[config.mk]
export PLATFORM = sky130hd
export DESIGN_NAME = ex_stage_flat
export DESIGN_NICKNAME = d
export VERILOG_FILES = /design/src/rtl/ex_stage_pkg.sv /design/src/rtl/ex_stage_if.sv /design/src/rtl/ex_div.sv /design/src/rtl/ex_stage.sv /design/src/flat_wrapper.sv
export SDC_FILE = /design/constraint.sdc
export NUM_CORES = 1
export LEC_CHECK = 0
export BUFFER_PORTS_ARGS = -buffer_cell sky130_fd_sc_hd__buf_4
export CAP_MARGIN = 15
export CORE_MARGIN = 2
export CORE_UTILIZATION = 30
export CTS_CLUSTER_DIAMETER = 60
export DETAILED_ROUTE_END_ITERATION = 16
export GPL_ROUTABILITY_DRIVEN = 1
export HOLD_SLACK_MARGIN = 0.15
export PLACE_DENSITY = 0.5
export SKIP_CTS_REPAIR_TIMING = 1
export SYNTH_ARGS = -nofsm -noshare
export SYNTH_HDL_FRONTEND = slang
export SYNTH_HIERARCHICAL = 1
export SYNTH_SLANG_ARGS = --single-unit
[constraint.sdc]
create_clock -name clk -period 10.9 [get_ports clk]
set_clock_uncertainty 0.2 [all_clocks]
set_input_delay 0.545 -clock clk [delete_from_list [all_inputs] [get_ports clk]]
set_output_delay 0.545 -clock clk [all_outputs]
set_load 0.02 [all_outputs]
[src/rtl/ex_stage_pkg.sv]
// Shared types for the execute stage: operation codes, datapath words and divider states.
package ex_stage_pkg;

  typedef logic [31:0] Word_t;
  typedef logic [4:0]  Reg_addr_t;
  typedef logic        Bit_t;

  localparam Reg_addr_t REG_ZERO = 5'd0;

  typedef enum logic [4:0] {
    OP_NOP  = 5'd0,
    OP_OR   = 5'd1,
    OP_AND  = 5'd2,
    OP_XOR  = 5'd3,
    OP_NOR  = 5'd4,
    OP_ADDU = 5'd5,
    OP_SUBU = 5'd6,
    OP_SLT  = 5'd7,
    OP_SLTU = 5'd8,
    OP_SLL  = 5'd9,
    OP_SRL  = 5'd10,
    OP_SRA  = 5'd11,
    OP_LUI  = 5'd12,
    OP_MFHI = 5'd13,
    OP_MFLO = 5'd14,
    OP_MTHI = 5'd15,
    OP_MTLO = 5'd16,
    OP_DIV  = 5'd17,
    OP_DIVU = 5'd18
  } Oper_t;

  typedef enum logic [1:0] {
    DIV_IDLE = 2'd0,
    DIV_BUSY = 2'd1,
    DIV_DONE = 2'd2
  } Div_state_t;

  // Two's-complement magnitude when en is set, raw value otherwise.
  function automatic Word_t abs_word(input Word_t v, input Bit_t en);
    return (en && v[31]) ? (~v + 32'd1) : v;
  endfunction

endpackage

[src/rtl/ex_stage_if.sv]
// Decode-to-execute bundle: decoded operation in, write-back triple and stall request out.
interface ex_stage_if import ex_stage_pkg::*; ();

  Bit_t      flush_i;
  Oper_t     oper_i;
  Word_t     reg1_i;
  Word_t     reg2_i;
  Bit_t      wreg_write_i;
  Reg_addr_t wreg_addr_i;
  Bit_t      wreg_write_o;
  Reg_addr_t wreg_addr_o;
  Word_t     wreg_data_o;
  Bit_t      stall_req_o;

  modport master (
    output flush_i, oper_i, reg1_i, reg2_i, wreg_write_i, wreg_addr_i,
    input  wreg_write_o, wreg_addr_o, wreg_data_o, stall_req_o
  );

  modport slave (
    input  flush_i, oper_i, reg1_i, reg2_i, wreg_write_i, wreg_addr_i,
    output wreg_write_o, wreg_addr_o, wreg_data_o, stall_req_o
  );

endinterface

[src/rtl/ex_div.sv]
// Restoring radix-2 divider: one shift-subtract per cycle on magnitudes, sign fix-up on exit.
module ex_div import ex_stage_pkg::*; #(
  parameter int DIV_CYCLES = 32
) (
  input  logic  clk,
  input  logic  rst_n,
  input  Bit_t  i_start,
  input  Bit_t  i_signed,
  input  Word_t i_dividend,
  input  Word_t i_divisor,
  input  Bit_t  i_abort,
  output Bit_t  o_busy,
  output Bit_t  o_done,
  output Word_t o_quotient,
  output Word_t o_remainder
);

  localparam int CNT_W = $clog2(DIV_CYCLES);
  localparam logic [CNT_W-1:0] LAST_STEP = CNT_W'(DIV_CYCLES - 1);

  Div_state_t       r_state;
  Div_state_t       w_next;
  Word_t            r_quo;
  Word_t            r_rem;
  Word_t            r_divisor;
  Bit_t             r_neg_q;
  Bit_t             r_neg_r;
  Bit_t             r_zero;
  logic [CNT_W-1:0] r_cnt;
  logic [32:0]      w_shift;
  logic [32:0]      w_diff;

  assign w_shift = {r_rem, r_quo[31]};
  assign w_diff  = w_shift - {1'b0, r_divisor};

  always_ff @(posedge clk or negedge rst_n) begin
    if (!rst_n) r_state <= DIV_IDLE;
    else        r_state <= w_next;
  end

  always_comb begin
    w_next = r_state;
    case (r_state)
      DIV_IDLE: if (i_start) w_next = (i_divisor == '0) ? DIV_DONE : DIV_BUSY;
      DIV_BUSY: begin
        if (i_abort)                 w_next = DIV_IDLE;
        else if (r_cnt == LAST_STEP) w_next = DIV_DONE;
      end
      DIV_DONE: w_next = DIV_IDLE;
      default:  w_next = DIV_IDLE;
    endcase
  end

  // Divide by zero preloads the architectural result so DONE needs no special path.
  always_ff @(posedge clk or negedge rst_n) begin
    if (!rst_n) begin
      r_quo     <= '0;
      r_rem     <= '0;
      r_divisor <= '0;
      r_neg_q   <= 1'b0;
      r_neg_r   <= 1'b0;
      r_zero    <= 1'b0;
      r_cnt     <= '0;
    end else begin
      case (r_state)
        DIV_IDLE: begin
          if (i_start) begin
            r_zero    <= (i_divisor == '0);
            r_neg_q   <= i_signed && (i_dividend[31] ^ i_divisor[31]);
            r_neg_r   <= i_signed && i_dividend[31];
            r_divisor <= abs_word(i_divisor, i_signed);
            r_cnt     <= '0;
            if (i_divisor == '0) begin
              r_quo <= '1;
              r_rem <= i_dividend;
            end else begin
              r_quo <= abs_word(i_dividend, i_signed);
              r_rem <= '0;
            end
          end
        end
        DIV_BUSY: begin
          if (!i_abort) begin
            r_cnt <= r_cnt + CNT_W'(1);
            if (!w_diff[32]) begin
              r_rem <= w_diff[31:0];
              r_quo <= {r_quo[30:0], 1'b1};
            end else begin
              r_rem <= w_shift[31:0];
              r_quo <= {r_quo[30:0], 1'b0};
            end
          end
        end
        default: ;
      endcase
    end
  end

  assign o_busy      = (r_state == DIV_BUSY);
  assign o_done      = (r_state == DIV_DONE);
  assign o_quotient  = (!r_zero && r_neg_q) ? (~r_quo + 32'd1) : r_quo;
  assign o_remainder = (!r_zero && r_neg_r) ? (~r_rem + 32'd1) : r_rem;

endmodule

[src/rtl/ex_stage.sv]
// Execute stage: combinational ALU and write-back triple, HI/LO pair, divider stall control.
module ex_stage import ex_stage_pkg::*; #(
  parameter int DIV_CYCLES = 32
) (
  input  logic       clk,
  input  logic       rst_n,
  ex_stage_if.slave  bus
);

  Word_t r_hi;
  Word_t r_lo;
  Bit_t  r_accepted;
  Oper_t r_acc_oper;
  Word_t w_alu;
  Bit_t  w_wen_ok;
  Bit_t  w_is_div;
  Bit_t  w_start;
  Bit_t  w_div_busy;
  Bit_t  w_div_done;
  Word_t w_quo;
  Word_t w_rem;

  assign w_is_div = (bus.oper_i == OP_DIV) || (bus.oper_i == OP_DIVU);
  assign w_start  = w_is_div && !r_accepted && !w_div_busy && !w_div_done && !bus.flush_i;

  ex_div #(.DIV_CYCLES(DIV_CYCLES)) u_div (
    .clk         (clk),
    .rst_n       (rst_n),
    .i_start     (w_start),
    .i_signed    (bus.oper_i == OP_DIV),
    .i_dividend  (bus.reg1_i),
    .i_divisor   (bus.reg2_i),
    .i_abort     (bus.flush_i),
    .o_busy      (w_div_busy),
    .o_done      (w_div_done),
    .o_quotient  (w_quo),
    .o_remainder (w_rem)
  );

  always_comb begin
    w_alu    = '0;
    w_wen_ok = 1'b1;
    case (bus.oper_i)
      OP_OR:   w_alu = bus.reg1_i | bus.reg2_i;
      OP_AND:  w_alu = bus.reg1_i & bus.reg2_i;
      OP_XOR:  w_alu = bus.reg1_i ^ bus.reg2_i;
      OP_NOR:  w_alu = ~(bus.reg1_i | bus.reg2_i);
      OP_ADDU: w_alu = bus.reg1_i + bus.reg2_i;
      OP_SUBU: w_alu = bus.reg1_i - bus.reg2_i;
      OP_SLT:  w_alu = {31'b0, $signed(bus.reg1_i) < $signed(bus.reg2_i)};
      OP_SLTU: w_alu = {31'b0, bus.reg1_i < bus.reg2_i};
      OP_SLL:  w_alu = bus.reg2_i << bus.reg1_i[4:0];
      OP_SRL:  w_alu = bus.reg2_i >> bus.reg1_i[4:0];
      OP_SRA:  w_alu = Word_t'($signed(bus.reg2_i) >>> bus.reg1_i[4:0]);
      OP_LUI:  w_alu = {bus.reg2_i[15:0], 16'h0};
      OP_MFHI: w_alu = r_hi;
      OP_MFLO: w_alu = r_lo;
      default: w_wen_ok = 1'b0;
    endcase
  end

  assign bus.wreg_write_o = bus.wreg_write_i && w_wen_ok && !bus.flush_i;
  assign bus.wreg_addr_o  = bus.wreg_addr_i;
  assign bus.wreg_data_o  = w_alu;
  assign bus.stall_req_o  = w_start || (w_div_busy && !bus.flush_i);

  always_ff @(posedge clk or negedge rst_n) begin
    if (!rst_n) begin
      r_hi <= '0;
      r_lo <= '0;
    end else if (!bus.flush_i) begin
      if (w_div_done) begin
        r_hi <= w_rem;
        r_lo <= w_quo;
      end else if (bus.oper_i == OP_MTHI) begin
        r_hi <= bus.reg1_i;
      end else if (bus.oper_i == OP_MTLO) begin
        r_lo <= bus.reg1_i;
      end
    end
  end

  // The finished DIV is still sitting in ID/EX; block a restart until a different op or bubble arrives.
  always_ff @(posedge clk or negedge rst_n) begin
    if (!rst_n) begin
      r_accepted <= 1'b0;
      r_acc_oper <= OP_NOP;
    end else if (w_div_done && !bus.flush_i) begin
      r_accepted <= 1'b1;
      r_acc_oper <= bus.oper_i;
    end else if ((bus.oper_i != r_acc_oper) || (bus.oper_i == OP_NOP)) begin
      r_accepted <= 1'b0;
    end
  end

endmodule

[src/flat_wrapper.sv]
// flat-port wrapper written by rule: the top's interface ports become plain ports
module ex_stage_flat import ex_stage_pkg::*;
#(
  parameter int DIV_CYCLES = 32
)
  (clk, rst_n, bus_flush_i, bus_oper_i, bus_reg1_i, bus_reg2_i, bus_wreg_write_i, bus_wreg_addr_i, bus_wreg_write_o, bus_wreg_addr_o, bus_wreg_data_o, bus_stall_req_o);
  ex_stage_if bus_i ();
  input  logic clk;
  input  logic rst_n;
  input wire logic [$bits(bus_i.flush_i)-1:0] bus_flush_i;
  input wire logic [$bits(bus_i.oper_i)-1:0] bus_oper_i;
  input wire logic [$bits(bus_i.reg1_i)-1:0] bus_reg1_i;
  input wire logic [$bits(bus_i.reg2_i)-1:0] bus_reg2_i;
  input wire logic [$bits(bus_i.wreg_write_i)-1:0] bus_wreg_write_i;
  input wire logic [$bits(bus_i.wreg_addr_i)-1:0] bus_wreg_addr_i;
  output wire logic [$bits(bus_i.wreg_write_o)-1:0] bus_wreg_write_o;
  output wire logic [$bits(bus_i.wreg_addr_o)-1:0] bus_wreg_addr_o;
  output wire logic [$bits(bus_i.wreg_data_o)-1:0] bus_wreg_data_o;
  output wire logic [$bits(bus_i.stall_req_o)-1:0] bus_stall_req_o;
  assign bus_i.flush_i = bus_flush_i;
  assign bus_i.oper_i = bus_oper_i;
  assign bus_i.reg1_i = bus_reg1_i;
  assign bus_i.reg2_i = bus_reg2_i;
  assign bus_i.wreg_write_i = bus_wreg_write_i;
  assign bus_i.wreg_addr_i = bus_wreg_addr_i;
  assign bus_wreg_write_o = bus_i.wreg_write_o;
  assign bus_wreg_addr_o = bus_i.wreg_addr_o;
  assign bus_wreg_data_o = bus_i.wreg_data_o;
  assign bus_stall_req_o = bus_i.stall_req_o;
  ex_stage #(.DIV_CYCLES(DIV_CYCLES)) u_core (.clk(clk), .rst_n(rst_n), .bus(bus_i));
endmodule
==> impl_metrics.env <==
export IMPL_status="completed"
export IMPL_syn_nets=3243
export IMPL_die_y_um=274
export IMPL_port_buffers=106
export IMPL_ys_seq_area_share_pct=20.1
export IMPL_worst_slew_pin_slew_ns=1.19
export IMPL_layout_drive_gt1_share_pct=9.31
export IMPL_synth_cell_types=100
export IMPL_synth_edff_count=0
export IMPL_cap_viol_max_count=0
export IMPL_slowest_delay_ns=0.67
export IMPL_gp_congestion=0.979
export IMPL_worstSkewPairLatency_ns=0.49
export IMPL_finalCritPeriodShare_pct=47.9
export IMPL_row_count=99
export IMPL_cts_sinks=176
export IMPL_total_power_mw=3.33
export IMPL_ys_ff_latch=176
export IMPL_yosys_warnings=6
export IMPL_antennaDiodeCount=0
export IMPL_synthToLayoutAreaGrowth_pct=9.30
export IMPL_netlist_top_cells_area="dfrtp_1 (20%), a21oi_1 (9.9%), ha_1 (8.0%), nor2_1 (6.5%), o21ai_0 (4.6%)"
export IMPL_p_leak_nw=10.0
export IMPL_hold_viol_final=0
export IMPL_arrival_ns=4.48
export IMPL_root_buffer="clkbuf_16"
export IMPL_crit_path_cell_trace="buf_4, clkinv_1, ha_1, o211ai_1, o211ai_2, nand3_1, o31a_1, o31a_1, a21oi_2, a31oi_1, a41oi_1, o221ai_1, buf_4"
export IMPL_finalMaxSlewViolations=0
export IMPL_timing_fmax_mhz=192
export IMPL_drt_wl_total_mm=105
export IMPL_core_area_sq_um=72600
export IMPL_clk_pin_slew_ns=0.07
export IMPL_num_vias=23525
export IMPL_synth_area_sq_um=21900
export IMPL_nFillCells=8073
export IMPL_grt_max_degree=86
export IMPL_fin_tns_setup_ns=0
export IMPL_h_tree_depth=4
export IMPL_rsz0062_at_grt="no"
export IMPL_peakVddDrop_mv=0.115
export IMPL_ios=117
export IMPL_initial_core_util_pct=30.2
export IMPL_relSlewSlack_pct=20.5
export IMPL_grt_overflow=0
export IMPL_synth_main_ff_cell="dfrtp_1"
export IMPL_period_minus_slack_ns=5.22
export IMPL_antenna_found_initial=6
export IMPL_utilization_pct=33.0
export IMPL_worstRegToRegCells=11
export IMPL_synth_cells=3022
export IMPL_cp_start_kind="input pin"
export IMPL_r2r_slack_ns=6.76
export IMPL_setup_viol_count_final=0
export IMPL_endpoint_kind="output port"
export IMPL_tritoncts="done"
export IMPL_route_detailed_drc=0
export IMPL_place_ws_ns=5.81
export IMPL_crit_type="in2out"
export IMPL_layout_nets=3194
export IMPL_die_x_um=274
export IMPL_firstDrtPassIters=7
export IMPL_crit_required_ns=10.16
export IMPL_crit_fanout=17
export IMPL_synth_top_cell_area_share_pct=20.1
export IMPL_post_dp_hpwl_mm=80.1
export IMPL_grt_pass1_wl_mm=151
export IMPL_grt_pass1_vias=21732
export IMPL_yosysTopAreaCell="dfrtp_1"
export IMPL_setup_ws_ns=5.68
export IMPL_hold_class="in2reg"
export IMPL_drt_iter0_drc=3003
export IMPL_final_antenna_net_count=0
export IMPL_power_density_nw_per_um2=139
export IMPL_cp_slowest_cell="ha_1"
export IMPL_vias_per_cell=5.96
export IMPL_synth_async_reset_ratio_pct=100
export IMPL_cts_inserted_buffers=17
export IMPL_track_usage_pct=27.2
export IMPL_min_path_cells=2
export IMPL_die_area_sq_um=75200
export IMPL_clockBufferDepth=2
export IMPL_wl_per_cell_um=26.5
export IMPL_avgSynthCellArea_sq_um=7.25
-- power by group --
| part | switching (mW) | total [mW] | internal [mW] |
|---|---|---|---|
| logic | 1.06 | 1.68 | 0.622 |
| clock network | 0.308 | 0.650 | 0.342 |
| registers | 0.184 | 0.998 | 0.814 |
| total | 1.55 | 3.33 | 1.78 |
-- worst max-delay path: cells and delay by family --
kind,cells,cell delay [ns]
AO/OA/AOI/OAI,8,2.11
buffers and inverters,3,1.00
adder cells (fa/ha/maj),1,0.67
AND/OR/NAND/NOR,1,0.11
-- layer usage --
metal	share of wire, %	up-vias	GRT usage [%]
met5	0.031	-	0
met4	4.0	4	10.8
met3	7.0	168	4.12
met1	44	11437	37.4
li1	-	10902	-
met2	45	1014	42.4
-- through the flow --
stage	hold WS [ns]	std cells	cell area, sq um
after floorplan	0.0494	3022	21900
final	0.205	3944	23900
after global routing	0.202	3944	23900
after global placement	0.264	3912	23300
after detailed placement	0.271	3912	23300
after CTS	-0.174	3943	23900
-- logic make-up after synthesis --
| logic type | Yosys count | synth area share [%] |
|---|---|---|
| AO/OA/AOI/OAI | 1102 | 31.7 |
| XOR/XNOR | 150 | 6.00 |
| adder cells (fa/ha/maj) | 143 | 8.27 |
| buffers and inverters | 371 | 6.95 |
| flip-flops | 176 | 20.1 |
| multiplexers | 114 | 6.73 |
| AND/OR/NAND/NOR | 966 | 20.2 |
-- cell usage in the layout, fill, tap and decap left out, types with 61 or more instances in the layout --
cell type	count
inv_1	150
mux2i_1	62
nand2_1	254
a21oi_1	434
dfrtp_1	176
nor3_1	61
ha_1	140
o21ai_0	203
nor2_1	374
buf_4	146
xnor2_1	95
-- flip-flops by register name (all words and copies together) (netlist names) --
name	cells
u_core/r_acc_oper	5
u_core/r_accepted	1
u_core/r_hi	32
u_core/r_lo	32
u_core/u_div/r_cnt	5
u_core/u_div/r_divisor	32
u_core/u_div/r_neg_q	1
u_core/u_div/r_neg_r	1
u_core/u_div/r_quo	32
u_core/u_div/r_rem	32
u_core/u_div/r_state	2
u_core/u_div/r_zero	1
-- worst paths after layout --
kind	start	end
max	bus_reg1_i[4]	bus_wreg_data_o[29]
min	bus_oper_i[4]	u_core/r_acc_oper[4]$_DFFE_PN0P_
max reg2reg	u_core/u_div/r_rem[10]$_DFFE_PN0P_	u_core/u_div/r_rem[29]$_DFFE_PN0P_
min reg2reg	u_core/u_div/r_divisor[7]$_DFFE_PN0P_	u_core/u_div/r_divisor[7]$_DFFE_PN0P_
max in group asynchronous	rst_n	u_core/r_hi[12]$_DFFE_PN0P_
min in group asynchronous	rst_n	u_core/u_div/r_divisor[24]$_DFFE_PN0P_
-- cells in the mapped netlist, drive strengths merged (10+ instances only) --
cell type and instances:
a221oi 20, buf 59, a21o 35, o41ai 11
nor2 380, nor2b 16, and2 21, ha 140
a22oi 21, dfrtp 176, xor2 55, nor3 64
a211o 14, nand3 49, nor3b 10, o2111ai 11
mux2 29, o31ai 28, o221ai 18, o21ai 225
a31oi 30, nor4 27, nand4 28, nand2b 30
or3 30, or2 11, o22ai 29, xnor2 95
nand2 255, a222oi 29, a211oi 50, and3 20
clkbuf 157, a21oi 437, o21bai 13, mux2i 63
mux4 22, o21a 20, o211ai 35, inv 153
-- final cells by class --
cell class	instances	area, sq um	share of cell area [%]
Clock inverter	13	155	0.648
Clock buffer	18	429	1.79
Inverter	155	582	2.43
Sequential cell	176	4400	18.4
Multi-Input combinational cell	2475	16000	67.0
Tap cell	959	1200	5.01
Timing Repair Buffer	148	1120	4.68
Note: power is estimated with default switching activity, not from simulation.
